<file path="config.mk">
export PLATFORM = sky130hd
export DESIGN_NAME = irq_ctrl_flat
export DESIGN_NICKNAME = d
export VERILOG_FILES = /design/src/rtl/irq_ctrl_if.sv /design/src/rtl/irq_ctrl.sv /design/src/flat_wrapper.sv
export SDC_FILE = /design/constraint.sdc
export NUM_CORES = 1
export LEC_CHECK = 0
export ABC_AREA = 1
export CAP_MARGIN = 15
export CORE_MARGIN = 1
export CORE_UTILIZATION = 53
export CTS_CLUSTER_DIAMETER = 200
export DETAILED_ROUTE_END_ITERATION = 8
export PLACE_DENSITY = 0.95
export SKIP_LAST_GASP = 1
export SLEW_MARGIN = 30
export SYNTH_ARGS = -nofsm -noshare
export SYNTH_HDL_FRONTEND = slang
export SYNTH_SLANG_ARGS = --single-unit
</file>
<file path="constraint.sdc">
create_clock -name clk -period 2.2 [get_ports clk]
set_input_delay 0.44 -clock clk [delete_from_list [all_inputs] [get_ports clk]]
set_output_delay 0.44 -clock clk [all_outputs]
set_load 0.01 [all_outputs]
</file>
<file path="src/rtl/irq_ctrl_if.sv">
// ============================================================================
// Module      : irq_ctrl_if
// Description : CSR access bus and trap request/acknowledge handshake between
//               the pipeline commit stage (master) and irq_ctrl (slave).
// Revision    : 1.0 - initial release
// ============================================================================
`default_nettype none

interface irq_ctrl_if;
   logic [11:0] csr_addr;
   logic [31:0] csr_wdata;
   logic        csr_we;
   logic [31:0] csr_rdata;
   logic [31:0] epc_in;
   logic        trap_ack;
   logic        mret;
   logic        trap_req;
   logic [31:0] trap_pc;
   logic [31:0] trap_cause;

   modport master (
      output csr_addr, csr_wdata, csr_we, epc_in, trap_ack, mret,
      input  csr_rdata, trap_req, trap_pc, trap_cause
   );

   modport slave (
      input  csr_addr, csr_wdata, csr_we, epc_in, trap_ack, mret,
      output csr_rdata, trap_req, trap_pc, trap_cause
   );
endinterface

`default_nettype wire

</file>
<file path="src/rtl/irq_ctrl.sv">
// ============================================================================
// Module      : irq_ctrl
// Description : Machine-mode interrupt controller: mip sampling, M-mode CSRs,
//               MEI > MSI > MTI arbitration, trap handshake and mret restore.
//               Optional macro IRQ_VECTORED_MTVEC_EN enables vectored mtvec.
// Revision    : 1.0 - initial release
// ============================================================================
`default_nettype none

module irq_ctrl #(
   parameter logic [31:0] MTVEC_RESET = 32'h0000_0000
) (
   input  wire logic  clk,
   input  wire logic  reset,
   input  wire logic  msw_irq,
   input  wire logic  mtimer_irq,
   input  wire logic  ext_irq,
   irq_ctrl_if.slave  bus
);

   localparam logic [11:0] c_addr_mstatus = 12'h300;
   localparam logic [11:0] c_addr_mie     = 12'h304;
   localparam logic [11:0] c_addr_mtvec   = 12'h305;
   localparam logic [11:0] c_addr_mepc    = 12'h341;
   localparam logic [11:0] c_addr_mcause  = 12'h342;
   localparam logic [11:0] c_addr_mip     = 12'h344;
   localparam logic [31:0] c_mepc_mask    = 32'hFFFF_FFFC;

   typedef enum logic [0:0] {
      ST_IDLE = 1'b0,
      ST_REQ  = 1'b1
   } state_t;

   state_t      r_state;
   state_t      w_state_nxt;
   logic        w_latch;
   logic        w_take;

   logic        r_msip, r_mtip, r_meip;
   logic        r_msie, r_mtie, r_meie;
   logic        r_mstatus_mie, r_mstatus_mpie;
   logic [29:0] r_mtvec_base;
   logic [31:0] r_mepc;
   logic [31:0] r_mcause;
   logic [31:0] r_trap_pc;
   logic [31:0] r_trap_cause;

   logic        w_pend_msi, w_pend_mti, w_pend_mei;
   logic [3:0]  w_code;
   logic [31:0] w_base;
   logic [31:0] w_target;
   logic [31:0] w_mtvec_rd;

   logic        w_wr_mstatus, w_wr_mie, w_wr_mtvec, w_wr_mepc, w_wr_mcause;

   assign w_wr_mstatus = bus.csr_we && (bus.csr_addr == c_addr_mstatus);
   assign w_wr_mie     = bus.csr_we && (bus.csr_addr == c_addr_mie);
   assign w_wr_mtvec   = bus.csr_we && (bus.csr_addr == c_addr_mtvec);
   assign w_wr_mepc    = bus.csr_we && (bus.csr_addr == c_addr_mepc);
   assign w_wr_mcause  = bus.csr_we && (bus.csr_addr == c_addr_mcause);

   assign w_take = (r_state == ST_REQ) && bus.trap_ack;

   assign w_pend_msi = r_msip & r_msie & r_mstatus_mie;
   assign w_pend_mti = r_mtip & r_mtie & r_mstatus_mie;
   assign w_pend_mei = r_meip & r_meie & r_mstatus_mie;

   always_comb begin
      w_code = 4'd0;
      if (w_pend_mei)
         w_code = 4'd11;
      else if (w_pend_msi)
         w_code = 4'd3;
      else if (w_pend_mti)
         w_code = 4'd7;
   end

   assign w_base = {r_mtvec_base, 2'b00};

`ifdef IRQ_VECTORED_MTVEC_EN
   logic r_mtvec_mode;

   always_ff @(posedge clk) begin
      if (!reset)
         r_mtvec_mode <= (MTVEC_RESET[1:0] == 2'b01);
      else if (w_wr_mtvec)
         r_mtvec_mode <= (bus.csr_wdata[1:0] == 2'b01);
   end

   assign w_target   = r_mtvec_mode ? (w_base + {26'd0, w_code, 2'b00}) : w_base;
   assign w_mtvec_rd = {r_mtvec_base, 1'b0, r_mtvec_mode};
`else
   assign w_target   = w_base;
   assign w_mtvec_rd = w_base;
`endif

   // Trap FSM: the request is latched on entry to REQ and held until ack
   always_ff @(posedge clk) begin
      if (!reset)
         r_state <= ST_IDLE;
      else
         r_state <= w_state_nxt;
   end

   always_comb begin
      w_state_nxt = r_state;
      w_latch     = 1'b0;
      case (r_state)
         ST_IDLE: begin
            if (w_pend_msi || w_pend_mti || w_pend_mei) begin
               w_state_nxt = ST_REQ;
               w_latch     = 1'b1;
            end
         end
         ST_REQ: begin
            if (bus.trap_ack)
               w_state_nxt = ST_IDLE;
         end
         default: w_state_nxt = ST_IDLE;
      endcase
   end

   always_ff @(posedge clk) begin
      if (!reset) begin
         r_trap_pc    <= 32'd0;
         r_trap_cause <= 32'd0;
      end else if (w_latch) begin
         r_trap_pc    <= w_target;
         r_trap_cause <= {1'b1, 27'd0, w_code};
      end
   end

   always_ff @(posedge clk) begin
      if (!reset) begin
         r_msip <= 1'b0;
         r_mtip <= 1'b0;
         r_meip <= 1'b0;
      end else begin
         r_msip <= msw_irq;
         r_mtip <= mtimer_irq;
         r_meip <= ext_irq;
      end
   end

   always_ff @(posedge clk) begin
      if (!reset) begin
         r_msie       <= 1'b0;
         r_mtie       <= 1'b0;
         r_meie       <= 1'b0;
         r_mtvec_base <= MTVEC_RESET[31:2];
      end else begin
         if (w_wr_mie) begin
            r_msie <= bus.csr_wdata[3];
            r_mtie <= bus.csr_wdata[7];
            r_meie <= bus.csr_wdata[11];
         end
         if (w_wr_mtvec)
            r_mtvec_base <= bus.csr_wdata[31:2];
      end
   end

   // Trap entry beats mret, which beats a software write to mstatus
   always_ff @(posedge clk) begin
      if (!reset) begin
         r_mstatus_mie  <= 1'b0;
         r_mstatus_mpie <= 1'b0;
      end else if (w_take) begin
         r_mstatus_mpie <= r_mstatus_mie;
         r_mstatus_mie  <= 1'b0;
      end else if (bus.mret) begin
         r_mstatus_mie  <= r_mstatus_mpie;
         r_mstatus_mpie <= 1'b1;
      end else if (w_wr_mstatus) begin
         r_mstatus_mie  <= bus.csr_wdata[3];
         r_mstatus_mpie <= bus.csr_wdata[7];
      end
   end

   always_ff @(posedge clk) begin
      if (!reset) begin
         r_mepc   <= 32'd0;
         r_mcause <= 32'd0;
      end else if (w_take) begin
         r_mepc   <= bus.epc_in & c_mepc_mask;
         r_mcause <= r_trap_cause;
      end else begin
         if (w_wr_mepc)
            r_mepc <= bus.csr_wdata & c_mepc_mask;
         if (w_wr_mcause)
            r_mcause <= bus.csr_wdata;
      end
   end

   always_comb begin
      bus.csr_rdata = 32'd0;
      case (bus.csr_addr)
         c_addr_mstatus: bus.csr_rdata = {24'd0, r_mstatus_mpie, 3'd0, r_mstatus_mie, 3'd0};
         c_addr_mie:     bus.csr_rdata = {20'd0, r_meie, 3'd0, r_mtie, 3'd0, r_msie, 3'd0};
         c_addr_mtvec:   bus.csr_rdata = w_mtvec_rd;
         c_addr_mepc:    bus.csr_rdata = r_mepc;
         c_addr_mcause:  bus.csr_rdata = r_mcause;
         c_addr_mip:     bus.csr_rdata = {20'd0, r_meip, 3'd0, r_mtip, 3'd0, r_msip, 3'd0};
         default:        bus.csr_rdata = 32'd0;
      endcase
   end

   assign bus.trap_req   = (r_state == ST_REQ);
   assign bus.trap_pc    = r_trap_pc;
   assign bus.trap_cause = r_trap_cause;

endmodule

`default_nettype wire

</file>
<file path="src/flat_wrapper.sv">
// flat-port wrapper written by rule: the top's interface ports become plain ports
module irq_ctrl_flat 
#(
   parameter logic [31:0] MTVEC_RESET = 32'h0000_0000
)
  (clk, reset, msw_irq, mtimer_irq, ext_irq, bus_csr_addr, bus_csr_wdata, bus_csr_we, bus_epc_in, bus_trap_ack, bus_mret, bus_csr_rdata, bus_trap_req, bus_trap_pc, bus_trap_cause);
  irq_ctrl_if bus_i ();
  input  wire logic clk;
  input  wire logic reset;
  input  wire logic msw_irq;
  input  wire logic mtimer_irq;
  input  wire logic ext_irq;
  input wire logic [$bits(bus_i.csr_addr)-1:0] bus_csr_addr;
  input wire logic [$bits(bus_i.csr_wdata)-1:0] bus_csr_wdata;
  input wire logic [$bits(bus_i.csr_we)-1:0] bus_csr_we;
  input wire logic [$bits(bus_i.epc_in)-1:0] bus_epc_in;
  input wire logic [$bits(bus_i.trap_ack)-1:0] bus_trap_ack;
  input wire logic [$bits(bus_i.mret)-1:0] bus_mret;
  output wire logic [$bits(bus_i.csr_rdata)-1:0] bus_csr_rdata;
  output wire logic [$bits(bus_i.trap_req)-1:0] bus_trap_req;
  output wire logic [$bits(bus_i.trap_pc)-1:0] bus_trap_pc;
  output wire logic [$bits(bus_i.trap_cause)-1:0] bus_trap_cause;
  assign bus_i.csr_addr = bus_csr_addr;
  assign bus_i.csr_wdata = bus_csr_wdata;
  assign bus_i.csr_we = bus_csr_we;
  assign bus_i.epc_in = bus_epc_in;
  assign bus_i.trap_ack = bus_trap_ack;
  assign bus_i.mret = bus_mret;
  assign bus_csr_rdata = bus_i.csr_rdata;
  assign bus_trap_req = bus_i.trap_req;
  assign bus_trap_pc = bus_i.trap_pc;
  assign bus_trap_cause = bus_i.trap_cause;
  irq_ctrl #(.MTVEC_RESET(MTVEC_RESET)) u_core (.clk(clk), .reset(reset), .msw_irq(msw_irq), .mtimer_irq(mtimer_irq), .ext_irq(ext_irq), .bus(bus_i));
endmodule
</file>
Yosys cells after proc, flatten, opt, wreduce, memory -nomap -nowiden --
Cells that the tools add are included.
Operators by class: $mul 0, muxes and demuxes 17, magnitude comparators 0, reductions and logical operators 13, div/mod/pow operators 0, bitwise operators 8, $add $sub $neg 0, shifts and indexed selects 0, eq/ne operators 6
Operators by type and width (number):
- case mux 32 bit (6 select lines) | 1
- two-way mux 32 bit | 4
- == test 12 x 10 -> 1 bit, second input constant | 6
- two-way mux 1 bit | 8
- AND 1 bit | 6
- logical AND 1 bit | 6
- two-way mux 3 bit | 2
- nonzero test 2 bit | 3
- two-way mux 4 bit | 1
- nonzero test 3 bit | 1
- logical OR 1 bit | 2
- NOT 1 bit | 2
- case mux 1 bit (2 select lines) | 1
- OR reduction 2 bit | 1
Storage, ports and cells: memories kept 0, register bits 136, RAM bits 0, ROM bits 0, latch bits 0, input bits 84

Depth between registers and ports, before layout --
depth in word-level cells 6, gate-level depth with buffers 11, depth with buffers taken out 10

Worst setup path before layout --
Ideal clock, no wire load.
path type input -> output, start in bus_csr_addr[11], end out bus_csr_rdata[19], path slack 0.358 ns, data arrival time 1.402 ns, stages 6, path buffers 1, cells stage by stage nor2_2 -> nand2_2 -> nor2_8 -> nand2_2 -> clkbuf_1 -> o211ai_1
Between the ends: word-level cells in the longest chain between the ends 2, elaborated cells between the ends (all ways) 7, those cells by class eq/ne (6); mux (1)
RTL lines:
- start: declaration | RTL line flat_wrapper.sv:13 | input wire logic [$bits(bus_i.csr_addr)-1:0] bus_csr_addr;
- == test 12 x 10 -> 1 bit | RTL line irq_ctrl.sv:196 | case (bus.csr_addr)
- case mux 32 bit (6 select lines) (*) | RTL line irq_ctrl.sv:196
- end: declaration | RTL line flat_wrapper.sv:19 | output wire logic [$bits(bus_i.csr_rdata)-1:0] bus_csr_rdata;
Mark *: on every way between the ends. The rest lies on a longest branch, timed or not.

Worst setup path after layout --
start in bus_csr_addr[4], end out bus_csr_rdata[31]
Same word-level chain as after synthesis.

==> metrics <==
layout net count 1211; worst slack on hold paths 0.475 ns; biggest area consumer among synthesized cells sky130_fd_sc_hd__dfxtp_1; total congestion overflow after global routing 0; Skew-Pair Late Insertion Delay between 0.4 and 0.5 ns; switch share 0.224; Overall Global Routing Usage 0.329; DRC 0; CTS tree built; cell types occupying the most area after synthesis sky130_fd_sc_hd__dfxtp_1 (41%), sky130_fd_sc_hd__nand2_1 (15%), sky130_fd_sc_hd__nor2_1 (6.7%); count of final hold-check violations 0; Root Buffer Master sky130_fd_sc_hd__clkbuf_16; fin util 0.738; sequential group share of total power 0.435; total leakage power 3.93 nW; outcome finished, final reports clean; routing usage on met2 0.539; cell chain of the critical path buf_2, nor2_4, nand2_1, nor2_2, and2_4, buf_6, buf_16, nand2_2, o211ai_1, buf_2; Max Buffers Root-to-Sink 2; overall power consumption 5.65 mW; Int Pwr 4.38 mW; Critical Path Slowest Stage Cell sky130_fd_sc_hd__and2_4; slew at the pin closest to its max-slew limit around 0.73 ns; fraction of layout cells with a size suffix above 1 0.153; number of placement rows 40; post-route fraction of the period consumed by the critical path 0.982; fraction of the yosys area taken by sequential cells 0.406; number of global-route vias before repair approximately 6.7k; Max rail drop VDD about 0.45 mV; number of antenna diodes 0; most used cell along the critical path sky130_fd_sc_hd__buf_2; post-synthesis cell area 0.00666 mm^2; standard cell core area ~0.012 mm^2; worst clock skew 0.00556 ns; top cell type's share of synthesized area 0.406; number of antenna-violating nets in the routed design 0; Setup WS pre-CTS -0.676 ns; Area Growth Syn to Fin 34.3%; delay contributed by the slowest stage of the critical path 0.20 ns; Starting DRT DRC Count a little over 700; grt peak-use layer met2; synthesized flop and latch total 135; 1st-pass router iterations 6; max cap viols 0; total clock buffers created by CTS 17; HPWL reported at the end of detailed placement between 10000 and 15000 um; detailed-route wire length 21000 um; GP Congestion 0.947; count of final max-slew check failures 0; CP Launch Type input port; fraction of met1 tracks used by global routing 0.388; Die ar. 0.0130 mm^2; number of buffers and inverters on the critical path 4; maximum net fanout on the critical path 8; kind of cell adding the most delay to the critical path buffers and inverters; global-route wire length before repair 33000 um; count of buffers inserted at the top-level ports roughly 150; number of antenna violations at the first check in global routing 0; classification of the worst-slack hold path flip-flop to flip-flop; Worst Setup Path Type input port to output pin; CP required 1.76 ns; combinational share of power 0.062; die extent in x approximately 110 um; number of instances in the synthesized netlist 973; post-layout worst setup margin ~0.039 ns; WP data arrival 1.72 ns; unrepaired setup endpoints after global routing false; largest net degree at the start of global routing 69; initial standard-cell utilization of the core 0.550; net switching power of the design approximately 1.3 mW; Yosys cell types 29; Sinks on Clock Net approximately 140; via total after detailed routing 7146; achievable frequency 0.463 GHz; via density per instance 5.46; I/O pin count 181; power per cell area 631 mW/mm^2; post-synthesis average cell area 6.84 um^2; type of element capturing the critical path output pin; share of total power in the clock network 0.503; Slew headroom 0.515; time the final worst path needs with I/O delays and setup 2.16 ns; Routed WL per cell 16.1 um; met3 Use GR 0.0895; clock slew at reported path FFs 0.06 ns; Final Setup Violations 0; Yosys warning total 0; H-tree depth reported by CTS 4; r2r setup slk 0.54 ns; die height 114 um
layout by cell type (no fill, tap or decap), drive strengths merged:
cell,n
a211oi,31
a21oi,64
and2,2
buf,85
bufinv,3
clkbuf,25
clkdlybuf4s15,1
clkdlybuf4s50,104
clkinv,9
clkinvlp,4
conb,29
dfxtp,135
dlygate4sd2,2
inv,112
nand2,267
nand3,72
nand3b,3
nand4,6
nor2,125
nor3,1
o211ai,27
o21ai,33
cell type report:
class                   count  area (um^2)
fillers                   901         3170
multi-input cells         660         3160
flip-flops and latches    135         2700
repair buffers            199         1840
inverters                 114          437
clock buffers              18          429
well taps                 168          210
clock inverters            14          159
worst reg2reg max path: cells and delay by family (launching register included):
family,cells,cell delay [ns]
and+or+nand+nor,5,0.52
DFF,1,0.46
buffers and inverters,1,0.42
AOI/OAI and AO/OA,1,0.18
metrics by stage:
step	area (um^2)	TNS [ns]	cells
after floorplan	6760	0	1001
after global placement	8280	-20.51	1265
after detailed placement	8280	-22.70	1265
after CTS	8970	-0.117	1308
after global routing	8940	0	1308
final	8940	0	1308
logic make-up after synthesis:
logic type	Yosys count	synth area share
AOI/OAI and AO/OA	155	0.149
buffers and inverters	206	0.148
DFF	135	0.406
other	1	0.000563
and+or+nand+nor	476	0.296
registers in the layout, summed over array words and instances, names as in the netlist:
name / cells
u_core.r_meie: 1
u_core.r_mcause: 32
u_core.r_msip: 1
u_core.r_mstatus_mie: 1
u_core.r_mtie: 1
u_core.r_mtip: 1
u_core.bus.trap_cause: 4
u_core.r_mtvec_base: 30
u_core.r_mstatus_mpie: 1
u_core.r_meip: 1
u_core.r_msie: 1
u_core.r_mepc: 30
u_core.bus.trap_pc: 30
u_core.bus.trap_req: 1
synthesized netlist by cell type, drive strengths merged:
cell / number
clkinv: 2
nor2: 125
conb: 1
clkbuf: 22
nand2: 267
a211oi: 31
dfxtp: 135
inv: 112
buf: 70
and2: 2
o211ai: 27
nand3: 72
nor3: 1
nand3b: 3
a21oi: 64
o21ai: 33
nand4: 6
timing repair:
item	4_1_cts	5_1_grt
setup buffers	6	1
hold buffers	0	0
pin swaps	15	12
setup endpoints to repair	32	30
endpoints found under the hold margin	0	0
cloned	5	0
resized for setup	170	24
power by group through the flow:
stage	combinational, mW	sequential (mW)	clock [mW]
finish	0.348	2.46	2.84
global route	0.374	2.46	2.98
CTS	0.336	2.46	2.86
detailed placement	0.331	2.51	0
global placement	0.328	2.51	0
floorplan	0.173	2.51	0
final timing paths:
check / depth (start not counted) / from / to
min reg2reg: 2 / u_core.r_mtvec_base[23]$_SDFFE_PN0P_ / u_core.r_mtvec_base[23]$_SDFFE_PN0P_
max reg2reg: 7 / u_core.r_mstatus_mie$_SDFFE_PP0P_ / u_core.bus.trap_pc[17]$_SDFFE_PN0P_
min: 2 / u_core.r_mtvec_base[23]$_SDFFE_PN0P_ / u_core.r_mtvec_base[23]$_SDFFE_PN0P_
max: 10 / bus_csr_addr[4] / bus_csr_rdata[31]
routing by layer:
| metal | vias up | part of all wire | wire length (um) |
|---|---|---|---|
| met3 | 89 | 0.10 | 2150 |
| li1 | 3350 | - | - |
| met5 | - | 0 | 0 |
| met4 | 0 | 0.042 | 890 |
| met1 | 3254 | 0.38 | 8050 |
| met2 | 453 | 0.47 | 9920 |
No activity file was read; power rests on OpenSTA's default activity.
